File: src/rtl/adc_spi_reader_multi.sv
// adc_spi_reader_multi: multi-channel SPI ADC readout engine.
// One shared CNV/SCLK pair drives N_CH converters in parallel; each channel has its own
// MISO line and shift register. Finished sample sets are presented as one word on a
// valid/ready stream, with a sticky overrun flag for sets overwritten before acceptance.
`timescale 1ns/1ps
module adc_spi_reader_multi #(
  parameter int DATA_W  = 16,
  parameter int N_CH    = 2,
  parameter int CLK_DIV = 1,
  parameter int T_CNV   = 4
) (
  input  logic                   clk_i,
  input  logic                   reset_ni,
  input  logic                   start_i,
  input  logic                   cont_i,
  input  logic [N_CH-1:0]        spi_miso_i,
  output logic                   spi_clk_o,
  output logic                   spi_mosi_o,
  output logic                   cnv_o,
  output logic [N_CH*DATA_W-1:0] data_o,
  output logic                   valid_o,
  input  logic                   ready_i,
  output logic                   overrun_o,
  input  logic                   overrun_clr_i,
  output logic                   is_idle_o
);

  localparam int CNV_W = (T_CNV > 1) ? $clog2(T_CNV) : 1;
  localparam int DIV_W = (CLK_DIV > 1) ? $clog2(CLK_DIV) : 1;
  localparam int BIT_W = $clog2(DATA_W);

  localparam logic [CNV_W-1:0] CNV_LAST = CNV_W'(T_CNV - 1);
  localparam logic [DIV_W-1:0] DIV_LAST = DIV_W'(CLK_DIV - 1);
  localparam logic [BIT_W-1:0] BIT_TOP  = BIT_W'(DATA_W - 1);

  typedef enum logic [2:0] {
    IDLE,
    CONV,
    CSLOW,
    SHIFT,
    DONE
  } state_t;

  state_t state_q, state_d;

  logic [CNV_W-1:0] conv_cnt_q, conv_cnt_d;
  logic [DIV_W-1:0] div_cnt_q, div_cnt_d;
  logic [BIT_W-1:0] bit_cnt_q, bit_cnt_d;
  logic             low_half_q, low_half_d;
  logic             sclk_q, sclk_d;
  logic             shift_en;
  logic             load_en;

  logic [N_CH-1:0][DATA_W-1:0] shreg_q;
  logic [N_CH*DATA_W-1:0]      data_q;
  logic                        valid_q;
  logic                        overrun_q;

  // Next-state, counter and SCLK decode. SCLK is produced as the next value of a
  // register so the pin never sees decode glitches; entering SHIFT starts a high half.
  always_comb begin
    state_d    = state_q;
    conv_cnt_d = conv_cnt_q;
    div_cnt_d  = div_cnt_q;
    bit_cnt_d  = bit_cnt_q;
    low_half_d = low_half_q;
    sclk_d     = 1'b0;
    shift_en   = 1'b0;
    load_en    = 1'b0;
    unique case (state_q)
      IDLE: begin
        if (start_i || cont_i) begin
          state_d    = CONV;
          conv_cnt_d = '0;
        end
      end
      CONV: begin
        if (conv_cnt_q == CNV_LAST) begin
          state_d = CSLOW;
        end else begin
          conv_cnt_d = conv_cnt_q + CNV_W'(1);
        end
      end
      CSLOW: begin
        state_d    = SHIFT;
        div_cnt_d  = '0;
        low_half_d = 1'b0;
        bit_cnt_d  = BIT_TOP;
        sclk_d     = 1'b1;
      end
      SHIFT: begin
        sclk_d = sclk_q;
        if (div_cnt_q == DIV_LAST) begin
          div_cnt_d = '0;
          if (!low_half_q) begin
            // last high cycle of the bit period: capture on the falling edge
            shift_en   = 1'b1;
            low_half_d = 1'b1;
            sclk_d     = 1'b0;
          end else begin
            low_half_d = 1'b0;
            if (bit_cnt_q == '0) begin
              state_d = DONE;
              sclk_d  = 1'b0;
            end else begin
              bit_cnt_d = bit_cnt_q - BIT_W'(1);
              sclk_d    = 1'b1;
            end
          end
        end else begin
          div_cnt_d = div_cnt_q + DIV_W'(1);
        end
      end
      DONE: begin
        load_en = 1'b1;
        if (cont_i) begin
          state_d    = CONV;
          conv_cnt_d = '0;
        end else begin
          state_d = IDLE;
        end
      end
      default: state_d = IDLE;
    endcase
  end

  // State, counters and registered SCLK.
  always_ff @(posedge clk_i) begin
    if (!reset_ni) begin
      state_q    <= IDLE;
      conv_cnt_q <= '0;
      div_cnt_q  <= '0;
      bit_cnt_q  <= '0;
      low_half_q <= 1'b0;
      sclk_q     <= 1'b0;
    end else begin
      state_q    <= state_d;
      conv_cnt_q <= conv_cnt_d;
      div_cnt_q  <= div_cnt_d;
      bit_cnt_q  <= bit_cnt_d;
      low_half_q <= low_half_d;
      sclk_q     <= sclk_d;
    end
  end

  // Per-channel MSB-first shift registers.
  always_ff @(posedge clk_i) begin
    if (!reset_ni) begin
      shreg_q <= '0;
    end else if (shift_en) begin
      for (int unsigned k = 0; k < N_CH; k++) begin
        shreg_q[k] <= {shreg_q[k][DATA_W-2:0], spi_miso_i[k]};
      end
    end
  end

  // Output stream register: DONE load beats a same-cycle accept; overrun set beats clear.
  always_ff @(posedge clk_i) begin
    if (!reset_ni) begin
      data_q    <= '0;
      valid_q   <= 1'b0;
      overrun_q <= 1'b0;
    end else begin
      if (load_en) begin
        data_q  <= shreg_q;
        valid_q <= 1'b1;
      end else if (valid_q && ready_i) begin
        valid_q <= 1'b0;
      end
      if (load_en && valid_q && !ready_i) begin
        overrun_q <= 1'b1;
      end else if (overrun_clr_i) begin
        overrun_q <= 1'b0;
      end
    end
  end

  assign spi_clk_o  = sclk_q;
  assign spi_mosi_o = 1'b1;
  assign cnv_o      = !((state_q == CSLOW) || (state_q == SHIFT));
  assign data_o     = data_q;
  assign valid_o    = valid_q;
  assign overrun_o  = overrun_q;
  assign is_idle_o  = (state_q == IDLE);

endmodule

File: config.mk
export PLATFORM = sky130hd
export DESIGN_NAME = adc_spi_reader_multi
export DESIGN_NICKNAME = d
export VERILOG_FILES = /design/src/rtl/adc_spi_reader_multi.sv
export SDC_FILE = /design/constraint.sdc
export NUM_CORES = 1
export LEC_CHECK = 0
export ABC_AREA = 1
export BUFFER_PORTS_ARGS = -buffer_cell sky130_fd_sc_hd__buf_2
export CORE_ASPECT_RATIO = 1.4
export CORE_MARGIN = 2
export CORE_UTILIZATION = 50
export CTS_CLUSTER_DIAMETER = 60
export DETAILED_ROUTE_END_ITERATION = 16
export PLACE_DENSITY_LB_ADDON = 0.3
export SYNTH_ARGS = -nofsm -noshare
export SYNTH_HDL_FRONTEND = slang
export SYNTH_SLANG_ARGS = --single-unit
File: constraint.sdc
create_clock -name clk_i -period 1.13 [get_ports clk_i]
set_input_delay 0.113 -clock clk_i [delete_from_list [all_inputs] [get_ports clk_i]]
set_output_delay 0.113 -clock clk_i [all_outputs]
set_load 0.05 [all_outputs]
==> metrics.md <==
| Metric | Value |
|---|---|
| Largest net degree at the start of global routing | 39 |
| Fin. max-slew vios | 0 |
| Syn_area_per_cell | 7.608 um2 |
| Ys Warns | 0 |
| Synth async-reset ratio | 0% |
| Critical path arrival | 1670 ps |
| DRC errors left | 0 |
| Post-DP HPWL | 3985 um |
| Post-synth top cells | nor2_1 (145), dfxtp_1 (77), o21ai_0 (49), nand2_1 (25), o21ai_1 (17) |
| Area leader, netlist | dfxtp_1 |
| R2r setup slk | -250 ps |
| H-tree Lvls | 3 |
| Post-Route Setup TNS | -12000 ps |
| DR vias | 2833 |
| CP Class | reg -> reg |
| Count leader, synth | nor2_1 |
| Net count after synthesis | just under 400 |
| Clk buf depth | 2 |
| Crit end category | flop |
| Synthesized area | 2922 um2 |
| Tot GR Track Use | between 20% and 30% |
| Post-synth EDFFs | 0 |
| Core Footprint | about 5600 um2 |
| DR vias/cell | about 5.3 |
| Gr ovfl total | 0 |
| Filler cells | 380 |
| Clock root buffer | clkbuf_8 |
| Worst Path Required | 1420 ps |
| Final WS setup | -248.4 ps |
| Critical Path Source Type | flop |
| PwrDens | 1751 nW/um2 |
| Layout area overhead | 44.97% |
| Starting Density | 52.50% |
| Layout Nets | 471 |
| Failing checks | setup timing |
| Final Hold Fails | 0 |
| CTS sink count | 77 |
| Main flop type after synthesis | dfxtp_1 |
| Worst Hold Class | in -> reg |
| Skew final | around 11 ps |
| Routed len/inst | 15.90 um |
| Multi-input combinational cell area | 1493 um2 |
| Max Cap Viol | 0 |
| Critical Path Fanout Max | 8 |
| Design Power | 7.418 mW |
| I/O Buffers | between 40 and 50 |
| Die Area | 6479 um2 |
| Die width | roughly 70 um |
| Cell variety after synth | 28 |
| Highest clock rate | 725.5 MHz |
| Skew-Pair Late Insertion Delay | 350 ps |
| CTS tree | built |
| Routability cong. | 0.7447 |
| Final setup viols | between 70 and 80 |
| Maximum VDD drop | 1.010 mV |
| Initial antenna violation count | 0 |
| Row Count | 32 |
| ANT cells | 0 |
| DR pass1 iterations | 4 |
| Tcrit/Tclk final | 122.0% |
| 1st-iter DRT viols | 95 |
| Synth top area cells | dfxtp_1 (53%), nor2_1 (19%), o21ai_0 (8.4%) |
| Cts bufs inserted | 9 |
| Height of the chip | 94.45 um |
| Final ANT Viol Nets | 0 |
| FF+latch count, synth | 77 |
| Vias in the first global route | 2607 |
| Share of cells above drive strength 1 | 39.91% |
| Tmin final | 1378 ps |
| Sequential area share after synthesis | 52.76% |
| First-pass GRT wire length | 12110 um |
| Seq. cell area | 1554 um2 |
| Synth Instances | 384 |
| Leakage Power | 1.992 nW |
| Clock slew seen by the registers of the worst setup and hold paths | around 80 ps |
| WL final | approximately 8500 um |
| Share of the synthesized area in the top cell type | about 53% |
| Top-Level Pins | 46 |
| Unrepaired setup endpoints after global routing | true |
| Outcome | finished with violations |
report_power, final:
group | leakage, nW | internal, mW | switching [mW]
registers | 0.626 | 2.98 | 0.254
clock network | 0.0921 | 0.908 | 1.00
logic | 1.27 | 0.973 | 1.30
total | 1.99 | 4.86 | 2.55
layout make-up:
cell class | instances | share of cell area, %
Clock inverter | 4 | 0.5318
Inverter | 19 | 2.422
Sequential cell | 77 | 36.69
Multi-Input combinational cell | 268 | 35.24
Tap cell | 68 | 2.009
Timing Repair Buffer | 82 | 18.14
Timing Repair inverter | 4 | 1.300
Clock buffer | 12 | 3.663
worst paths after layout:
kind / start / end / cells after the start
worst max-delay path: state_q[1]$_SDFFE_PN0P_ / shreg_q[8]$_SDFFE_PN0P_ / 8
worst min-delay path: spi_miso_i[1] / shreg_q[16]$_SDFFE_PN0P_ / 3
worst max register to register: state_q[1]$_SDFFE_PN0P_ / shreg_q[8]$_SDFFE_PN0P_ / 8
worst min register to register: overrun_o$_SDFFE_PN0P_ / overrun_o$_SDFFE_PN0P_ / 2
layout by cell type (no fill, tap or decap), types with 10 or more instances in the layout:
cell type  synthesis  layout
nor2_2             0      17
nor2_1           145     119
clkbuf_8           0      11
dfxtp_1           77      73
buf_2              3      38
o21ai_2            0      21
nor2_4             2      11
buf_4              4      16
o21ai_1           17      44
inv_1             15      10
nand2_1           25      14
state kept, by name (all words and copies together), names as in the netlist:
| name | flops |
|---|---|
| data_o | 32 |
| shreg_q | 32 |
| bit_cnt_q | 4 |
| state_q | 3 |
| conv_cnt_q | 2 |
| low_half_q | 1 |
| overrun_o | 1 |
| spi_clk_o | 1 |
| valid_o | 1 |
stage by stage:
step / hold WS (ps) / area [um2] / util, % / setup slack (ps) / std cells
after floorplan: 258.6 / 2955 / - / -1.626 / 384
after global placement: 354.5 / 3296 / 59.22 / -100.2 / 498
after detailed placement: 369.0 / 3296 / 59.22 / -156.9 / 498
after CTS: 7.693 / 3930 / 70.62 / -173.2 / 528
after global routing: 21.13 / 4235 / 76.10 / -295.4 / 534
final: 13.45 / 4235 / 76.10 / -248.4 / 534
per-layer routing:
layer	track usage (%)	part of all wire, %	vias to the layer above
met4	11.00	2.9	0
met2	44.07	52	85
li1	-	-	1389
met1	29.61	40	1333
met5	0	0	-
met3	5.483	5.0	26
worst max-delay path, cell delays in order, from the launching register on:
cell and delay [ps]:
dfxtp_4 370, buf_6 110, nand2_4 40, nor2_4 200, nand2_8 140, buf_12 200
inv_16 90, nor2_4 40, nor2_2 120
logic make-up after synthesis:
group / share of synthesized area, %
buffers and inverters: 7.109
DFF: 52.76
and+or+nand+nor: 25.95
adders and majority gates: 0.8564
AOI/OAI and AO/OA: 13.19
other: 0.1284
repair_timing:
action	CTS	global route
hold buffers	0	0
gates resized for setup	126	62
endpoints found under the setup margin	77	83
cloned	7	3
pin swaps	37	26
buffers inserted	7	4
No activity file was read; power rests on OpenSTA's default activity.
